==> config.mk <==
export PLATFORM = sky130hd
export DESIGN_NAME = noc_endpoint_if
export DESIGN_NICKNAME = d
export VERILOG_FILES = /design/src/rtl/noc_pkg.sv /design/src/rtl/endpoint_fifo.sv /design/src/rtl/noc_endpoint_if.sv
export SDC_FILE = /design/constraint.sdc
export NUM_CORES = 1
export LEC_CHECK = 0
export CORE_MARGIN = 2
export CORE_UTILIZATION = 49
export DETAILED_ROUTE_END_ITERATION = 16
export HOLD_SLACK_MARGIN = 0.03
export PLACE_DENSITY = 0.87
export RECOVER_POWER = 100
export SYNTH_ARGS = -nofsm -noshare
export SYNTH_HDL_FRONTEND = slang
export SYNTH_HIERARCHICAL = 1
export SYNTH_SLANG_ARGS = --single-unit
==> constraint.sdc <==
create_clock -name i_clk -period 2.1 [get_ports i_clk]
set_input_delay 0.315 -clock i_clk [delete_from_list [all_inputs] [get_ports i_clk]]
set_output_delay 0.315 -clock i_clk [all_outputs]
set_load 0.01 [all_outputs]
==> src/rtl/noc_pkg.sv <==
// Shared flit-format definitions for the NoC endpoint: flit width and the
// position of the destination address in the flit header.
package noc_pkg;

    localparam int FLIT_W   = 32;
    localparam int ADDR_W   = 8;
    localparam int ADDR_MSB = 31;
    localparam int ADDR_LSB = 24;

    function automatic logic [ADDR_W-1:0] flit_dest(input logic [FLIT_W-1:0] flit);
        return flit[ADDR_MSB:ADDR_LSB];
    endfunction

endpackage

==> src/rtl/endpoint_fifo.sv <==
// First-word-fall-through synchronous FIFO with valid/ready on both sides.
// Pointers carry one extra wrap bit so full and empty are distinguishable.
module endpoint_fifo #(
    parameter int Width = 32,
    parameter int Depth = 4
) (
    input  logic             i_clk,
    input  logic             i_reset_n,
    input  logic [Width-1:0] i_data,
    input  logic             i_valid,
    output logic             o_ready,
    output logic [Width-1:0] o_data,
    output logic             o_valid,
    input  logic             i_ready
);

    localparam int AW = $clog2(Depth);

    logic [AW:0]      r_wr_ptr;
    logic [AW:0]      r_rd_ptr;
    logic [Width-1:0] r_mem [Depth];

    logic w_full;
    logic w_empty;
    logic w_push;
    logic w_pop;

    assign w_full  = (r_wr_ptr[AW] != r_rd_ptr[AW]) &&
                     (r_wr_ptr[AW-1:0] == r_rd_ptr[AW-1:0]);
    assign w_empty = (r_wr_ptr == r_rd_ptr);
    assign w_push  = i_valid && !w_full;
    assign w_pop   = !w_empty && i_ready;

    // Both handshake outputs come straight from registered pointer state.
    assign o_ready = !w_full;
    assign o_valid = !w_empty;
    assign o_data  = r_mem[r_rd_ptr[AW-1:0]];

    always_ff @(posedge i_clk or negedge i_reset_n) begin
        if (!i_reset_n) begin
            r_wr_ptr <= '0;
            r_rd_ptr <= '0;
        end else begin
            if (w_push) begin
                r_wr_ptr <= r_wr_ptr + {{AW{1'b0}}, 1'b1};
            end
            if (w_pop) begin
                r_rd_ptr <= r_rd_ptr + {{AW{1'b0}}, 1'b1};
            end
        end
    end

    always_ff @(posedge i_clk) begin
        if (w_push) begin
            r_mem[r_wr_ptr[AW-1:0]] <= i_data;
        end
    end

endmodule

==> src/rtl/noc_endpoint_if.sv <==
// PE-side network interface: packs PE payloads into addressed flits towards the
// switch, filters and unpacks flits from the switch, and keeps status counters.
module noc_endpoint_if
    import noc_pkg::*;
#(
    parameter int                DataWidth = 32,
    parameter logic [ADDR_W-1:0] MyAddr    = 8'h00,
    parameter int                TxDepth   = 4,
    parameter int                RxDepth   = 4,
    parameter int                CntWidth  = 16
) (
    input  logic                        i_clk,
    input  logic                        i_reset_n,
    input  logic [DataWidth-ADDR_W-1:0] i_pe_payload,
    input  logic [ADDR_W-1:0]           i_pe_dest,
    input  logic                        i_pe_valid,
    output logic                        o_pe_ready,
    output logic [DataWidth-1:0]        o_data,
    output logic                        o_data_valid,
    input  logic                        i_data_ready,
    input  logic [DataWidth-1:0]        i_data,
    input  logic                        i_data_valid,
    output logic                        o_data_ready,
    output logic [DataWidth-ADDR_W-1:0] o_pe_payload,
    output logic                        o_pe_valid,
    input  logic                        i_pe_ready,
    output logic [CntWidth-1:0]         o_tx_count,
    output logic [CntWidth-1:0]         o_rx_count,
    output logic [CntWidth-1:0]         o_drop_count
);

    localparam int PW = DataWidth - ADDR_W;

    logic [DataWidth-1:0] w_tx_flit;
    logic [ADDR_W-1:0]    w_rx_dest;
    logic                 w_rx_hit;
    logic                 w_tx_pop;
    logic                 w_rx_pop;
    logic                 w_rx_drop;

    logic [CntWidth-1:0]  r_tx_count;
    logic [CntWidth-1:0]  r_rx_count;
    logic [CntWidth-1:0]  r_drop_count;

    assign w_tx_flit = {i_pe_dest, i_pe_payload};
    assign w_rx_dest = i_data[DataWidth-1 -: ADDR_W];
    assign w_rx_hit  = (w_rx_dest == MyAddr);

    endpoint_fifo #(
        .Width (DataWidth),
        .Depth (TxDepth)
    ) u_tx_fifo (
        .i_clk     (i_clk),
        .i_reset_n (i_reset_n),
        .i_data    (w_tx_flit),
        .i_valid   (i_pe_valid),
        .o_ready   (o_pe_ready),
        .o_data    (o_data),
        .o_valid   (o_data_valid),
        .i_ready   (i_data_ready)
    );

    // Misaddressed flits are still accepted from the switch so they cannot block
    // the port; they simply never enter the RX FIFO.
    endpoint_fifo #(
        .Width (PW),
        .Depth (RxDepth)
    ) u_rx_fifo (
        .i_clk     (i_clk),
        .i_reset_n (i_reset_n),
        .i_data    (i_data[PW-1:0]),
        .i_valid   (i_data_valid && w_rx_hit),
        .o_ready   (o_data_ready),
        .o_data    (o_pe_payload),
        .o_valid   (o_pe_valid),
        .i_ready   (i_pe_ready)
    );

    assign w_tx_pop  = o_data_valid && i_data_ready;
    assign w_rx_pop  = o_pe_valid && i_pe_ready;
    assign w_rx_drop = i_data_valid && o_data_ready && !w_rx_hit;

    always_ff @(posedge i_clk or negedge i_reset_n) begin
        if (!i_reset_n) begin
            r_tx_count   <= '0;
            r_rx_count   <= '0;
            r_drop_count <= '0;
        end else begin
            if (w_tx_pop && (r_tx_count != '1)) begin
                r_tx_count <= r_tx_count + CntWidth'(1);
            end
            if (w_rx_pop && (r_rx_count != '1)) begin
                r_rx_count <= r_rx_count + CntWidth'(1);
            end
            if (w_rx_drop && (r_drop_count != '1)) begin
                r_drop_count <= r_drop_count + CntWidth'(1);
            end
        end
    end

    assign o_tx_count   = r_tx_count;
    assign o_rx_count   = r_rx_count;
    assign o_drop_count = r_drop_count;

endmodule

---- Word-level counts from Yosys, hierarchy flattened ----
Memory sizes are Yosys's and may differ from the RTL's.
Cells that the tools add are included.
storage, ports and cells
  register bits after elaboration ......... 60
  latch bits .............................. 0
  RAM bits ................................ 224
  bits in read-only memories .............. 0
  output and inout bits ................... 108
  word-level logic and storage cells ...... 47
  memories kept ........................... 2
memory list
  memory           words  width  rd ports  clocked after Yosys merged registers in  wr ports  line                 source
  u_tx_fifo.r_mem  4      32     1         0                                        1         endpoint_fifo.sv:21  logic [Width-1:0] r_mem [Depth];
  u_rx_fifo.r_mem  4      24     1         0                                        1         endpoint_fifo.sv:21
cells by class
  add/subtract/negate cells ............... 7
  multiply operators ...................... 0
  divide/modulo/power cells ............... 0
  $lt $le $gt $ge ......................... 0
  eq/ne operators ......................... 9
  shifts and indexed selects .............. 0
  mux-type cells .......................... 4
  bitwise gates (word level) .............. 0
  reductions and logical operators ........ 18
operator list
  cell                                                             count
  16-bit by 1-bit adder with 16-bit output, second input constant  3
  16-bit != test, second input constant                            3
  3-bit by 1-bit adder with 3-bit output, second input constant    4
  1-bit logical AND                                                12
  8-bit logical NOT                                                1
  3-bit equality test                                              2
  1-bit logical NOT                                                5
  2-bit equality test                                              2
  1-bit two-way mux                                                4
  1-bit != test                                                    2

---- Longest topological paths before layout ----
Gate-level depths: netlist of the first run.
  depth after elaboration ................. 6
  gate-level depth with buffers ........... 8

---- Hierarchy ----
The synthesis of the first run kept the hierarchy.
modules (own cells, without submodules)
  module                     times used  cells each  area an instance (um^2)
  endpoint_fifo (u_tx_fifo)  1           215         5103.6
  endpoint_fifo (u_rx_fifo)  1           173         3952.5
  noc_endpoint_if            1           217         2389.8

---- Least setup slack after synthesis of the first run ----
No wires, ideal clock.
  path type ............................... reg-to-reg
  start ................................... register u_tx_fifo.r_rd_ptr[1]
  end ..................................... memory u_tx_fifo.r_mem[1][0] (enable)
  setup time .............................. 0.392 ns
  arrival time ............................ 1.811 ns
  data required time ...................... 1.708 ns
  path slack .............................. -0.103 ns
  cell stages (with the launch flop) ...... 5
  clock period less this slack ............ 2.203 ns
  cell sequence ........................... dfrtp_1 clkbuf_8 xor2_2 or3_4 and3_1
on the way
  word-level cells in the longest chain between the ends .. 6
RTL lines
  element                                  line                   source
  from (decl)                              endpoint_fifo.sv:20    logic [AW:0] r_rd_ptr;
  from (signal assigned)                   endpoint_fifo.sv:48    r_rd_ptr <= r_rd_ptr + {{AW{1'b0}}, 1'b1};
  2-bit equality test                      endpoint_fifo.sv:29    (r_wr_ptr[AW-1:0] == r_rd_ptr[AW-1:0]);
  1-bit logical AND                        endpoint_fifo.sv:28    assign w_full = (r_wr_ptr[AW] != r_rd_ptr[AW]) &&
  1-bit logical NOT                        --
  via o_pe_ready                           noc_endpoint_if.sv:17  output logic o_pe_ready,
  1-bit logical AND                        endpoint_fifo.sv:31    assign w_push = i_valid && !w_full;
  1-bit two-way mux                        endpoint_fifo.sv:54    if (w_push) begin
  1-bit two-way mux (not written as such)  endpoint_fifo.sv:55    r_mem[r_wr_ptr[AW-1:0]] <= i_data;
  to (decl)                                endpoint_fifo.sv:21
The timed path passes the listed nets, and every way through them passes these cells.

---- Worst setup path after layout of the first run ----
  start ................................... register u_tx_fifo.r_rd_ptr[0]
  end ..................................... output port o_data[1]
on the way
  word-level cells in the longest chain between the ends .. 1
RTL lines
  element            line                   source
  memory 4 x 32 bit  --
  to (decl)          noc_endpoint_if.sv:18  output logic [DataWidth-1:0] o_data,
Every way passes these cells.

==> results by group, run 1 <==
GRT
  – First-pass GRT wire length: around 40 mm
  – Total gr overflow: 0
  – Vias in the first global route: 7,073
  – Largest net degree at the start of global routing: between 40 and 50
  – Initial antenna violation count: 2
  – GRT Overall Usage: 21.6%

Clocking
  – Max H-tree Level: 1
  – CTS Buffer Depth: 3
  – Clk sinks: between 200 and 300
  – Num CTS Buffers: 29
  – Root Driver: clkbuf_16
  – Reg clk slew, reported paths: around 70 ps
  – CTS tree: built
  – Worst-Skew Late Latency: 540 ps

Setup path
  – R2R Setup Slk: -170 ps
  – Most frequent cell on the critical path: buf_6
  – Crit. path cell count: 5
  – CP bufs+invs: 4
  – Crit. End Element: output pin
  – CP Cell Sequence: buf_6 > buf_12 > buf_16 > mux4_2 > buf_6
  – Critical path origin: u_tx_fifo/r_rd_ptr[0]$_DFFE_PN0P_
  – Reg2reg end: o_tx_count[15]$_DFFE_PN0P_
  – Crit path max fanout: 5
  – Slowest Stage Delay on Critical Path: around 540 ps
  – Worst reg2reg path startpoint: u_tx_fifo/r_rd_ptr[0]$_DFFE_PN0P_
  – CP Data Required Time: around 1800 ps
  – Setup CP Type: flip-flop to output pin
  – Worst reg-to-reg path cell count: 9
  – Critical path arrival: 2060 ps
  – Crit-path slowest cell: mux4_2
  – CP startpoint kind: flip-flop
  – CP top delay family: multiplexers

Logic synthesis
  – Synthesized area per cell: 18.9 um^2
  – FFs w/ async S/R, synth: 21.1%
  – Post-synth EDFFs: 224
  – Top cell type's share of synthesized area: between 50% and 60%
  – Distinct cell type count after synthesis: about 50
  – Predominant post-synthesis flop cell: edfxtp_1
  – Cell count after synthesis: roughly 600
  – Most frequent cells after synthesis: edfxtp_1, dfrtp_1, mux4_2, xor2_1, xnor2_1
  – Most frequent cell after synthesis: edfxtp_1
  – Synthesized area: 11,400 um^2
  – Top cells by area, synth: edfxtp_1, dfrtp_1, mux4_2
  – Seq/Total Area, Yosys: 71.9%
  – Ys Warns: 6
  – Synthesis-stage register bit count: 284
  – Syn nets: 688
  – Synth area leader: edfxtp_1

Routing
  – DR vias: 6,963
  – Post-route DRC violation count: 0
  – Drt pass-1 iters: 7
  – Routed vias/inst: ~5.7
  – Routed Antenna Nets: 0
  – Detailed Route Iter0 Violations: around 570
  – Routed WL: 28.4 mm
  – Drt wl/cell: 23.3 um

Floorplanning
  – Area of the die: roughly 25,000 um^2
  – Row cnt: 55
  – Num ports: 178
  – Die width: between 150 and 200 um
  – Die Ht: ~160 um
  – Initial Util: between 50% and 60%
  – Core area: about 23,000 um^2

Timing
  – Final hold vios: 0
  – Slew Viols, Final: 0
  – Final period util: 113%
  – Slew margin rel.: around 29%
  – Hold_ws: around 480 ps
  – FMAX: 0.422 GHz
  – Final WS setup: -271 ps
  – Post-layout min period: 2370 ps
  – RSZ-0062 raised after global routing: yes
  – Tightest Pin Transition: approximately 1100 ps
  – Post-route setup TNS: -9870 ps
  – Max Clock Skew: about 14 ps
  – Finish-stage setup viols: between 100 and 150

Place
  – Routability cong.: approximately 0.79
  – Placement Setup Slack: -96.4 ps
  – DP Cell Count: about 1,100
  – DP Area: 14,000 um^2
  – I/O Buffers: approximately 180
  – DP HPWL: approximately 15 mm

Job
  – Max-Cap Viols: 0

Cells and area
  – Layout Nets: between 900 and 1,000
  – Final Cell Area: 15,800 um^2
  – Synth-to-layout area growth: 38.0%
  – Layout cells sized above 1: approximately a third
  – Layout Cells excl Fill: around 1,200
  – Final core occ: about 70%

Worst hold path
  – Type of the most critical hold path: primary input to asynchronous set/reset pin

Status
  – Violated checks: negative setup slack
  – Status: finished, violations left

Power
  – Cell Pwr Density: roughly 1300 nW/um^2
  – Total power: around 21 mW
  – Peak supply drop: about 0.9 mV
  – Leakage power: 5.74 nW
[cells by family after synthesis]
logic type / share of synthesized area [%]
flops: 71.9
fa+ha+maj: 1.42
compound gates: 2.66
xor+xnor: 4.44
simple gates: 6.38
buf+inv: 1.41
mux: 11.8
[per-layer routing]
metal  up-vias  global-route usage, %  share of wire, %
li1       3013                      -                 -
met1      3550                   27.5                37
met2       350                   37.0                52
met3        50                   4.87               7.8
met4         0                   6.95               2.6
met5         -                      0                 0
[cell usage in the layout (no fill, tap or decap), drive strengths merged, types with 3 or more instances in the layout]
cell type        n
edfxtp         224
buf            137
clkdlybuf4s50   60
dfrtp           60
dlygate4sd3     57
mux4            56
clkbuf          43
xor2            30
xnor2           22
nand2           21
nand3           19
nand4           17
ha              13
inv             13
nor4            11
and3            11
o31ai           10
a21oi           10
and4             8
nor2             8
mux2             8
clkinv           8
nor3             7
a211oi           6
or3              6
nand2b           5
bufinv           5
clkinvlp         4
o21ai            3
[how the worst max path moves through the flow]
stage / endpoint / slack (ps)
finish: o_data[1] / -270
global route: o_data[1] / -310
CTS: o_data[1] / -200
detailed placement: u_rx_fifo/r_mem[2][16]$_DFFE_PP_ / -100
global placement: u_rx_fifo/r_mem[2][15]$_DFFE_PP_ / -20
floorplan: u_tx_fifo/r_mem[3][0]$_DFFE_PP_ / 20
[sequential cells by signal, indices dropped and copies added, names as in the netlist]
register / cells
o_rx_count: 16
u_tx_fifo/r_mem: 128
u_rx_fifo/r_rd_ptr: 3
u_rx_fifo/r_mem: 96
u_tx_fifo/r_rd_ptr: 3
o_drop_count: 16
o_tx_count: 16
u_tx_fifo/r_wr_ptr: 3
u_rx_fifo/r_wr_ptr: 3
[power by group]
group	internal, mW	switching [mW]
clock network	3.21	2.17
registers	6.93	0.569
logic	4.32	3.43
total	14.5	6.17
[repair_timing]
action	CTS	global route
gates cloned	7	5
endpoints found under the hold margin	18	0
setup endpoints to repair	61	238
buffers inserted	25	10
pin swaps	6	8
hold buffers	1	0
resized for setup	314	60
[layout make-up]
| cell class | instances | area [um^2] |
|---|---|---|
| clock buffers | 35 | 758 |
| inverters | 11 | 41.3 |
| clock inverters | 19 | 244 |
| repair buffers | 263 | 2890 |
| flip-flops and latches | 284 | 8230 |
| diodes | 2 | 5.00 |
| fillers | 1349 | 6990 |
| multi-input cells | 293 | 3230 |
| well taps | 313 | 392 |
Note: power is estimated with default switching activity, not from simulation.
==> inputs of run 2 (changes only) <==
Settings changed: CORE_UTILIZATION 49 to 54, PLACE_DENSITY 0.87 to 0.9.
Clock period 2.1 ns to 2.5 ns, I/O delays scaled along.
==> run 2 against run 1 <==
The flow finishes with violations (max-capacitance violations, max-slew violations). First-iteration DRC count decreased by 38%. Wire length decreased by 21%. Die area decreased by 9.0%. Sequential power decreased by 16%. Utilization increased by 0.42 points. Clock-buffer cell count decreased by 1. Worst hold slack improved by 10 ps. Critical path depth decreased by 1. Sequential share of layout area increased by 4.4 points. Critical endpoint is now o_data_valid. Largest cell class unchanged. Largest power group is now sequential cells.
==> results by group, run 2 (synthesized netlist as in run 1, its figures left out) <==
Status
  – Status: finished, violations left
  – Violated checks: max-capacitance violations, max-slew violations

Clocking
  – Clk sinks: 284 (unchanged)
  – Reg clk slew, reported paths: 60 ps (about the same)
  – Worst-Skew Late Latency: 540 ps (about the same)
  – Num CTS Buffers: 28 (-3.4%)
  – CTS Buffer Depth: 3 (unchanged)
  – Root Driver: clkbuf_16
  – CTS tree: built
  – Max H-tree Level: 1 (unchanged)

Timing
  – Tightest Pin Transition: 1510 ps (+453 ps)
  – Post-route setup TNS: 0 ps (+9870 ps)
  – RSZ-0062 raised after global routing: no
  – FMAX: just over 0.4 GHz
  – Final period util: 97.8%
  – Slew margin rel.: -0.767% (-30 points)
  – Slew Viols, Final: 61 (+61)
  – Post-layout min period: about 2400 ps
  – Max Clock Skew: 15.3 ps (+1.68 ps)
  – Hold_ws: 489 ps (+10.0 ps)
  – Final hold vios: 0 (unchanged)
  – Finish-stage setup viols: 0 (-100%)

Cells and area
  – Synth-to-layout area growth: 27.3%
  – Most common cell after layout, fill and taps aside: edfxtp_1
  – Commonest non-fill, non-tap cells in the layout: edfxtp_1, dlygate4sd3_1, dfrtp_1, mux4_2, dlygate4sd2_1
  – Layout Cells excl Fill: 1,122 (-8.0%)
  – Max FFs per register: 128 (unchanged)
  – Number of fillers in the final layout: 1,354 (+0.37%)
  – Multi-input gate area: 3070 um^2 (-5.0%)
  – Layout Nets: 906 (-6.1%)
  – Layout cells sized above 1: 19.0% (-14 points)
  – FF+latch area: 8230 um^2 (unchanged)

GRT
  – Largest net degree at the start of global routing: 61 (+42%)
  – Total gr overflow: 0 (unchanged)
  – First-pass GRT wire length: 35.3 mm (-12%)
  – GRT Overall Usage: 20.3% (-1.3 points)
  – Initial antenna violation count: 4 (+2)
  – Vias in the first global route: 6,667 (-5.7%)

Routing
  – DR vias: 6,381 (-8.4%)
  – Drt wl/cell: 20.1 um (-14%)
  – Routed Antenna Nets: 0 (unchanged)
  – Routed vias/inst: 5.69 (-0.35%)
  – Routed WL: 22.5 mm (-21%)
  – Drt pass-1 iters: 4 (-3)
  – Post-route DRC violation count: 0 (unchanged)
  – Detailed Route Iter0 Violations: 357 (-38%)

Floorplanning
  – Area of the die: 22,400 um^2 (-9.0%)
  – Num ports: 178 (unchanged)
  – Core area: 20,900 um^2 (-8.3%)
  – Die Ht: 150 um (-4.6%)
  – Row cnt: 53 (-3.6%)
  – Initial Util: 54.8% (+4.5 points)
  – Die width: 150 um (-4.6%)

Place
  – Routability cong.: 0.804 (+2.1%)
  – DP HPWL: 14.7 mm (-3.3%)
  – I/O Buffers: 177 (unchanged)
  – DP Cell Count: 1,058 (-5.6%)

Setup path
  – CP Cell Sequence: buf_12 > xor2_4 > or3_4 > dlygate4sd2_1
  – Slowest Stage Delay on Critical Path: 460 ps (-80 ps)
  – Crit-path slowest cell: dfrtp_2
  – Crit path max fanout: 9 (+4)
  – Critical path arrival: 2070 ps (about the same)
  – CP top delay family: flip-flops
  – Crit. End Element: output pin
  – Setup CP Type: flip-flop to output pin
  – CP Data Required Time: 2120 ps (+340 ps)
  – CP bufs+invs: 2 (-2)
  – CP startpoint kind: flip-flop

Power
  – Peak supply drop: 0.716 mV (-19%)
  – Leakage power: 5.32 nW (-7.3%)
  – Cell Pwr Density: 1020 nW/um^2 (-22%)

Worst hold path
  – Type of the most critical hold path: flip-flop to flip-flop

Job
  – Max-Cap Viols: 1 (+1)
## run 2: cell count changes in the layout (fill, tap and decap cells not counted), sizes merged
cell	delta
bufinv	-3
clkinvlp	-2
buf	-113
inv	-2
dlygate4sd3	+37
clkinv	+5
clkdlybuf4s50	-37
clkdlybuf4s15	+7
diode	+1
clkbuf	+1
dlygate4sd2	+46
## run 2: final cells by class
| type | count | area share [%] |
|---|---|---|
| Timing Repair Buffer | 205 | 13.8 |
| Sequential cell | 284 | 56.5 |
| Inverter | 11 | 0.283 |
| Tap cell | 275 | 2.36 |
| Antenna cell | 3 | 0.0515 |
| Clock inverter | 17 | 0.996 |
| Clock buffer | 34 | 4.96 |
| Multi-Input combinational cell | 293 | 21.1 |
## run 2: what timing repair did
item	CTS	global route
hold buffers	1	0
resized for setup	88	8
setup endpoints to repair	59	8
buffers inserted	7	1
hold endpoints to repair	60	0
gates cloned	1	0
pin swaps	0	1
## run 2: report_power, final
| part | leakage [nW] | internal [mW] | switching [mW] |
|---|---|---|---|
| clock network | 0.423 | 2.26 | 1.66 |
| logic | 2.09 | 2.39 | 2.24 |
| registers | 2.81 | 5.83 | 0.464 |
| total | 5.32 | 10.5 | 4.37 |
## run 2: through the flow
| stage | utilization [%] | setup WS (ps) | area, um^2 | power (mW) |
|---|---|---|---|---|
| 2_1_floorplan | - | 297 | 11400 | 8.98 |
| 3_3_place_gp | 65.6 | 267 | 13700 | 11.1 |
| 3_5_place_dp | 65.6 | 240 | 13700 | 11.3 |
| 4_1_cts | 70.0 | 1.11 | 14600 | 15.1 |
| 5_1_grt | 69.7 | 2.30 | 14600 | 15.6 |
| 6_report | 69.8 | 54.3 | 14600 | 14.9 |
## run 2: final timing paths
kind	from	slack (ps)	to	depth (start not counted)
worst max-delay path	u_tx_fifo/r_rd_ptr[0]$_DFFE_PN0P_	50	o_data_valid	4
worst min-delay path	o_rx_count[15]$_DFFE_PN0P_	490	o_rx_count[15]$_DFFE_PN0P_	1
worst min register to register	o_rx_count[15]$_DFFE_PN0P_	490	o_rx_count[15]$_DFFE_PN0P_	1
worst max register to register	u_rx_fifo/r_rd_ptr[0]$_DFFE_PN0P_	200	o_drop_count[1]$_DFFE_PN0P_	7
max in group asynchronous	i_reset_n	650	u_tx_fifo/r_rd_ptr[1]$_DFFE_PN0P_	3
min in group asynchronous	i_reset_n	820	o_rx_count[9]$_DFFE_PN0P_	3
## run 2: per-layer routing
metal | GRT usage [%] | up-vias | wire [um]
met5 | 0 | - | 13
met1 | 27.4 | 3230 | 9390
met2 | 34.2 | 220 | 11200
met3 | 4.30 | 38 | 1460
met4 | 5.14 | 2 | 446
li1 | - | 2891 | -
==> inputs of run 3 (changes only) <==
Settings changed: SLEW_MARGIN from default to 15.
==> results of run 3 <==
The final DEF is identical to that of run 2; final timing and power are the same.
